File: src/rtl/color_grid_pkg.sv
// Shared types and constants for the color grid write path.
// Color bits are {B,G,R}; fill states drive the sweep FSM.
package color_grid_pkg;

  localparam int COLOR_W       = 3;
  localparam int R_BIT         = 0;
  localparam int G_BIT         = 1;
  localparam int B_BIT         = 2;
  localparam int GRID_BITS_DEF = 3;

  typedef enum logic [1:0] {
    IDLE,
    FILL,
    DONE
  } fill_state_e;

  function automatic logic [COLOR_W-1:0] cell_color(
    input logic [COLOR_W-1:0] c,
    input logic               inv
  );
    return inv ? ~c : c;
  endfunction

endpackage

File: src/rtl/color_grid_write_arbiter_if.sv
// Grid write port bundle: one strobe plus row, column and color.
// master drives the port, slave is the grid storage side.
interface color_grid_write_arbiter_if
  import color_grid_pkg::*;
#(
  parameter int GRID_BITS = GRID_BITS_DEF
) ();

  logic                 WR_EN;
  logic [GRID_BITS-1:0] WR_ROW;
  logic [GRID_BITS-1:0] WR_COL;
  logic [COLOR_W-1:0]   WR_DATA;

  modport master (
    output WR_EN,
    output WR_ROW,
    output WR_COL,
    output WR_DATA
  );

  modport slave (
    input WR_EN,
    input WR_ROW,
    input WR_COL,
    input WR_DATA
  );

endinterface

File: src/rtl/key_edge_sync.sv
// Pushbutton synchronizer with history flop; pulses on a falling edge.
// Flops reset to 1 (button released). No debouncing is done here.
module key_edge_sync #(
  parameter int SYNC_STAGES = 2
) (
  input  logic clk,
  input  logic rst_n,
  input  logic key_n,
  output logic fall
);

  logic [SYNC_STAGES-1:0] sync;
  logic                   hist;

  always_ff @(posedge clk or negedge rst_n) begin
    if (!rst_n) begin
      sync <= '1;
      hist <= 1'b1;
    end else begin
      sync <= {sync[SYNC_STAGES-2:0], key_n};
      hist <= sync[SYNC_STAGES-1];
    end
  end

  assign fall = hist & ~sync[SYNC_STAGES-1];

endmodule

File: src/rtl/color_grid_write_arbiter.sv
// Grid write arbiter: manual button writes beat the 64-cell fill sweep.
// Define CHECKER_FILL_EN for a checkerboard fill (~color on odd parity).
module color_grid_write_arbiter
  import color_grid_pkg::*;
#(
  parameter int SYNC_STAGES = 2,
  parameter int GRID_BITS   = GRID_BITS_DEF
) (
  input  logic                 CLOCK_50,
  input  logic                 RESET_N,
  input  logic                 KEY_WR_N,
  input  logic [GRID_BITS-1:0] MAN_ROW,
  input  logic [GRID_BITS-1:0] MAN_COL,
  input  logic [COLOR_W-1:0]   MAN_COLOR,
  input  logic                 FILL_START,
  input  logic [COLOR_W-1:0]   FILL_COLOR,
  color_grid_write_arbiter_if.master wr,
  output logic                 FILL_BUSY,
  output logic                 FILL_DONE
);

  localparam int CNT_W = 2 * GRID_BITS;

  fill_state_e          state;
  fill_state_e          state_nx;
  logic [CNT_W-1:0]     cnt;
  logic [COLOR_W-1:0]   fcolor;
  logic                 man_req;
  logic                 fill_wr;
  logic                 start_ok;
  logic                 inv;
  logic [GRID_BITS-1:0] frow;
  logic [GRID_BITS-1:0] fcol;
  logic [COLOR_W-1:0]   fdata;

  key_edge_sync #(
    .SYNC_STAGES(SYNC_STAGES)
  ) u_key (
    .clk  (CLOCK_50),
    .rst_n(RESET_N),
    .key_n(KEY_WR_N),
    .fall (man_req)
  );

  assign frow     = cnt[CNT_W-1:GRID_BITS];
  assign fcol     = cnt[GRID_BITS-1:0];
  assign start_ok = (state == IDLE) && FILL_START;

`ifdef CHECKER_FILL_EN
  assign inv = frow[0] ^ fcol[0];
`else
  assign inv = 1'b0;
`endif

  assign fdata = cell_color(fcolor, inv);

  always_comb begin
    state_nx = state;
    fill_wr  = 1'b0;
    unique case (state)
      IDLE: if (FILL_START) state_nx = FILL;
      FILL: begin
        fill_wr = ~man_req;
        if (fill_wr && (&cnt)) state_nx = DONE;
      end
      DONE:    state_nx = IDLE;
      default: state_nx = IDLE;
    endcase
  end

  always_ff @(posedge CLOCK_50 or negedge RESET_N) begin
    if (!RESET_N) begin
      state  <= IDLE;
      cnt    <= '0;
      fcolor <= '0;
    end else begin
      state <= state_nx;
      if (start_ok) begin
        fcolor <= FILL_COLOR;
        cnt    <= '0;
      end else if (fill_wr) begin
        cnt <= cnt + 1'b1;
      end
    end
  end

  // Address/data hold their last value whenever no write issues.
  always_ff @(posedge CLOCK_50 or negedge RESET_N) begin
    if (!RESET_N) begin
      wr.WR_EN   <= 1'b0;
      wr.WR_ROW  <= '0;
      wr.WR_COL  <= '0;
      wr.WR_DATA <= '0;
      FILL_BUSY  <= 1'b0;
      FILL_DONE  <= 1'b0;
    end else begin
      wr.WR_EN  <= man_req | fill_wr;
      FILL_BUSY <= (state == FILL);
      FILL_DONE <= (state == DONE);
      unique case (1'b1)
        man_req: begin
          wr.WR_ROW  <= MAN_ROW;
          wr.WR_COL  <= MAN_COL;
          wr.WR_DATA <= MAN_COLOR;
        end
        fill_wr: begin
          wr.WR_ROW  <= frow;
          wr.WR_COL  <= fcol;
          wr.WR_DATA <= fdata;
        end
        default: ;
      endcase
    end
  end

endmodule

File: src/flat_wrapper.sv
// flat-port wrapper written by rule: the top's interface ports become plain ports
module color_grid_write_arbiter_flat import color_grid_pkg::*;
#(
  parameter int SYNC_STAGES = 2,
  parameter int GRID_BITS   = GRID_BITS_DEF
)
  (CLOCK_50, RESET_N, KEY_WR_N, MAN_ROW, MAN_COL, MAN_COLOR, FILL_START, FILL_COLOR, FILL_BUSY, FILL_DONE, wr_WR_EN, wr_WR_ROW, wr_WR_COL, wr_WR_DATA);
  color_grid_write_arbiter_if #(.GRID_BITS(GRID_BITS)) wr_i ();
  input  logic CLOCK_50;
  input  logic RESET_N;
  input  logic KEY_WR_N;
  input  logic [GRID_BITS-1:0] MAN_ROW;
  input  logic [GRID_BITS-1:0] MAN_COL;
  input  logic [COLOR_W-1:0] MAN_COLOR;
  input  logic FILL_START;
  input  logic [COLOR_W-1:0] FILL_COLOR;
  output logic FILL_BUSY;
  output logic FILL_DONE;
  output wire logic [$bits(wr_i.WR_EN)-1:0] wr_WR_EN;
  output wire logic [$bits(wr_i.WR_ROW)-1:0] wr_WR_ROW;
  output wire logic [$bits(wr_i.WR_COL)-1:0] wr_WR_COL;
  output wire logic [$bits(wr_i.WR_DATA)-1:0] wr_WR_DATA;
  assign wr_WR_EN = wr_i.WR_EN;
  assign wr_WR_ROW = wr_i.WR_ROW;
  assign wr_WR_COL = wr_i.WR_COL;
  assign wr_WR_DATA = wr_i.WR_DATA;
  color_grid_write_arbiter #(.SYNC_STAGES(SYNC_STAGES), .GRID_BITS(GRID_BITS)) u_core (.CLOCK_50(CLOCK_50), .RESET_N(RESET_N), .KEY_WR_N(KEY_WR_N), .MAN_ROW(MAN_ROW), .MAN_COL(MAN_COL), .MAN_COLOR(MAN_COLOR), .FILL_START(FILL_START), .FILL_COLOR(FILL_COLOR), .wr(wr_i), .FILL_BUSY(FILL_BUSY), .FILL_DONE(FILL_DONE));
endmodule
File: config.mk
export PLATFORM = sky130hd
export DESIGN_NAME = color_grid_write_arbiter_flat
export DESIGN_NICKNAME = d
export VERILOG_FILES = /design/src/rtl/color_grid_pkg.sv /design/src/rtl/color_grid_write_arbiter_if.sv /design/src/rtl/key_edge_sync.sv /design/src/rtl/color_grid_write_arbiter.sv /design/src/flat_wrapper.sv
export SDC_FILE = /design/constraint.sdc
export NUM_CORES = 1
export LEC_CHECK = 0
export CAP_MARGIN = 20
export CORE_MARGIN = 2
export CORE_UTILIZATION = 43
export DETAILED_ROUTE_END_ITERATION = 8
export HOLD_SLACK_MARGIN = 0.03
export PLACE_DENSITY = 0.7
export SYNTH_ARGS = -nofsm -noshare
export SYNTH_HDL_FRONTEND = slang
export SYNTH_SLANG_ARGS = --single-unit
export TNS_END_PERCENT = 50
File: constraint.sdc
create_clock -name CLOCK_50 -period 1.4 [get_ports CLOCK_50]
set_input_delay 0.42 -clock CLOCK_50 [delete_from_list [all_inputs] [get_ports CLOCK_50]]
set_output_delay 0.42 -clock CLOCK_50 [all_outputs]
set_load 0.02 [all_outputs]
==> impl_metrics.tcl <==
set metrics [dict create \
    run_status "finished, final reports clean" \
    synth_largest_type_area_fraction_pct 52.1 \
    numPlacedInstances 172 \
    initial_core_util_pct 45.0 \
    final.hold.worst_slack_ns 0.364 \
    vias 912 \
    worst_path_max_delay_cell "or4_4" \
    cts_max_level 1 \
    tightest_slew_ns 0.441 \
    critical-path-max-stage-delay_ns 0.51 \
    ir_drop_mv 1.12 \
    most_area_consuming_cells_after_synthesis "dfrtp_1 52%, nand2_1 11%, dfstp_2 7.1%, a31oi_1 5.1%, nor2_1 3.1%" \
    count_of_mapped_cells_out_of_synthesis 112 \
    yosys.area.top_type "dfrtp_1" \
    ys_types 29 \
    switchingPower_uw 1060 \
    sequential_to_total_area_share_from_yosys_stat_pct 59.2 \
    slew_violations 0 \
    grt_pass1_wl_mm 3.71 \
    internal-power_uw 1640 \
    antenna_cells 0 \
    design.core.area_mm2 0.00245 \
    synthesis.area_mm2 0.00110 \
    min_delay_path_depth 0 \
    avgRoutedWirePerCell_um 12.8 \
    asyncSetResetFlopFracSynth_pct 100 \
    crit_path_capture_type "register" \
    yosys_register_bits 26 \
    rsz0062_at_grt "false" \
    worst_setup_path_startpoint "u_core.cnt[0]$_DFFE_PN0P_" \
    drt-initial-drc-count 18 \
    largest_net_degree_at_the_start_of_global_routing 27 \
    synth-simple-area-share_pct 24.3 \
    cts_tree "done" \
    cell_area_power_density_mw_per_mm2 1870 \
    grt-busiest-layer "met2" \
    remaining_global_route_overflow 0 \
    finalSetupViolCount 0 \
    timing.final.crit_share_pct 95.6 \
    synth.cells.most_frequent "33 x nand2_1, 23 x dfrtp_1, 9 x a31oi_1, 9 x nor2_1" \
    synth_compound_area_share_pct 8.95 \
    final_antenna_net_count 0 \
    avgViaCountPerCell 5.15 \
    cts_sinks 26 \
    post_route_cells_drive_above_1_share_pct 22.4 \
    crit-reg2reg-capture "u_core.cnt[2]$_DFFE_PN0P_" \
    maximum_number_of_buffers_from_clock_root_to_sink 2 \
    max_clock_freq_mhz 747 \
    r2r-start "u_core.cnt[0]$_DFFE_PN0P_" \
    gr-usage-met3_pct 5.74 \
    remaining_drc_errors 0 \
    num_io_pins 28 \
    layout.nets 165 \
    first_global_vias 814 \
    flow.area_growth_from_synthesis_pct 31.0 \
    fp-row-count 18 \
    sequentialPowerShare_pct 44.9 \
    syn-num-nets 129 \
    fin_util_pct 59.0 \
    cts_root_buffer "clkbuf_4" \
    critical_path_class "register to register" \
    track_usage_pct 17.9 \
    switching_share_pct 39.1 \
    portBuffers 27 \
    gr-usage-met1_pct 23.5 \
    comb_power_share_pct 43.4 \
    yosys-mux-area-fraction_pct 2.72 \
    timing.setup.tns_ns 0 \
    cts_made_buffers 3 \
    filler_cell_count 224 \
    hp-class "register to register" \
    p_clk_share_pct 11.7 \
    crit_path_max_fanout 4 \
    crit_path_start_kind "register" \
    antenna_found_initial 0 \
    p_total_uw 2700 \
    timing.max_slew.rel_slack_pct 70.5 \
    cp.required_ns 1.66 \
    gp_congestion 0.721 \
    finalCriticalPeriod_ns 1.34 \
    dieWidth_um 54.7 \
    die_footprint_mm2 0.00299 \
    crit_arrival_ns 1.60 \
    synth_enable_flop_cells 0 \
    final.setup_skew_ns 0.00850 \
    drt_first_pass_iters 4 \
    synth_top_family_by_area "simple AND/OR/NAND/NOR gates" \
    synth_most_common_cell "nand2_1" \
    grt.met2_usage_pct 28.8 \
    synth_warnings 0 \
    timing.max_cap.violations 0 \
    dp_hpwl_mm 1.67 \
    clk_lat_worst_skew_ns 0.32 \
    path_cells "ha_1, inv_1, or4_4, a21oi_2" \
    synthesis.area_per_instance_um2 9.86 \
    path_clk_slew_ns 0.13 \
    worst-r2r-setup-slack_ns 0.06 \
    leakage_uw 0.000678 \
    critical_path.endpoint "u_core.cnt[2]$_DFFE_PN0P_" \
    synthXorXnorAreaFrac_pct 0 \
    rr_worst_depth 4 \
    finish.cell_count_without_fillers 177 \
    finalHoldViolations 0 \
    drt-total-wl_mm 2.26 \
    yosys.area_share.adder_pct 1.13 \
    chipHeight_um 54.7 \
    synth_ff_type "dfrtp_1" \
]
-- cells by family after synthesis --
logic type | after synthesis
compound gates | 16
fa+ha+maj | 1
buf+inv | 8
flops | 26
mux | 3
simple gates | 58
-- power by group through the flow --
| stage | registers [uW] | logic, uW | clock network [uW] |
|---|---|---|---|
| after floorplan | 1370 | 543 | 0 |
| after global placement | 1210 | 1220 | 0 |
| after detailed placement | 1240 | 1260 | 0 |
| after CTS | 1210 | 1160 | 328 |
| after global routing | 1250 | 1310 | 366 |
| final | 1210 | 1170 | 317 |
-- critical path, delay by kind of cell, from the launching register on --
kind | cells | cell delay, ns
simple gates | 1 | 0.51
flops | 1 | 0.39
fa+ha+maj | 1 | 0.18
compound gates | 1 | 0.13
buf+inv | 1 | 0.08
-- timing repair --
action                                  in CTS  in global routing
pin swaps                                    0                  1
endpoints found under the setup margin      12                 12
resized for setup                           43                  9
hold buffers                                 0                  0
setup buffers                                0                  1
-- per-stage QoR --
stage / instance area, um2 / worst slack (ns)
final: 1450 / 0.0610
after global routing: 1450 / 0.00413
after CTS: 1460 / 0.00403
after detailed placement: 1460 / -0.355
after global placement: 1460 / -0.300
after floorplan: 1100 / 0.110
-- cell type report --
type	instances	area, um2	area share (%)
well taps	30	37.5	2.59
clock buffers	4	26.3	1.82
inverters	2	11.3	0.778
flip-flops and latches	26	654	45.2
repair buffers	37	298	20.6
multi-input cells	78	420	29.0
-- sequential cells by signal, summed over array words and instances (netlist names) --
signal	flops
u_core.FILL_BUSY	1
u_core.FILL_DONE	1
u_core.wr.WR_COL	3
u_core.wr.WR_DATA	3
u_core.cnt	6
u_core.u_key.hist	1
u_core.state	2
u_core.fcolor	3
u_core.wr.WR_EN	1
u_core.wr.WR_ROW	3
u_core.u_key.sync	2
-- cells in the final DEF, fill, tap and decap left out, types with 2 or more instances in the layout --
| cell type | count |
|---|---|
| nand2_1 | 33 |
| dfrtp_1 | 23 |
| clkdlybuf4s50_1 | 15 |
| buf_2 | 12 |
| nor2_1 | 9 |
| a31oi_1 | 9 |
| buf_4 | 9 |
| mux2i_1 | 3 |
| clkbuf_4 | 3 |
| dfstp_2 | 3 |
| o21ai_0 | 2 |
| a21oi_1 | 2 |
| and3_1 | 2 |
| nand4_1 | 2 |
-- routing by layer --
metal  vias up  wire (um)
met5         -          0
met4         0         15
met3         2        129
met2        23       1090
met1       439       1030
li1        448          -
-- worst min-delay path by stage --
stage,from,end
2_1_floorplan,RESET_N,u_core.FILL_BUSY$_DFF_PN0_
3_5_place_dp,u_core.u_key.sync[0]$_DFF_PN1_,u_core.u_key.sync[1]$_DFF_PN1_
6_report,u_core.u_key.sync[0]$_DFF_PN1_,u_core.u_key.sync[1]$_DFF_PN1_
4_1_cts,u_core.u_key.sync[0]$_DFF_PN1_,u_core.u_key.sync[1]$_DFF_PN1_
3_3_place_gp,u_core.u_key.sync[0]$_DFF_PN1_,u_core.u_key.sync[1]$_DFF_PN1_
5_1_grt,u_core.u_key.sync[0]$_DFF_PN1_,u_core.u_key.sync[1]$_DFF_PN1_
Power figures use the tool's default switching activity.
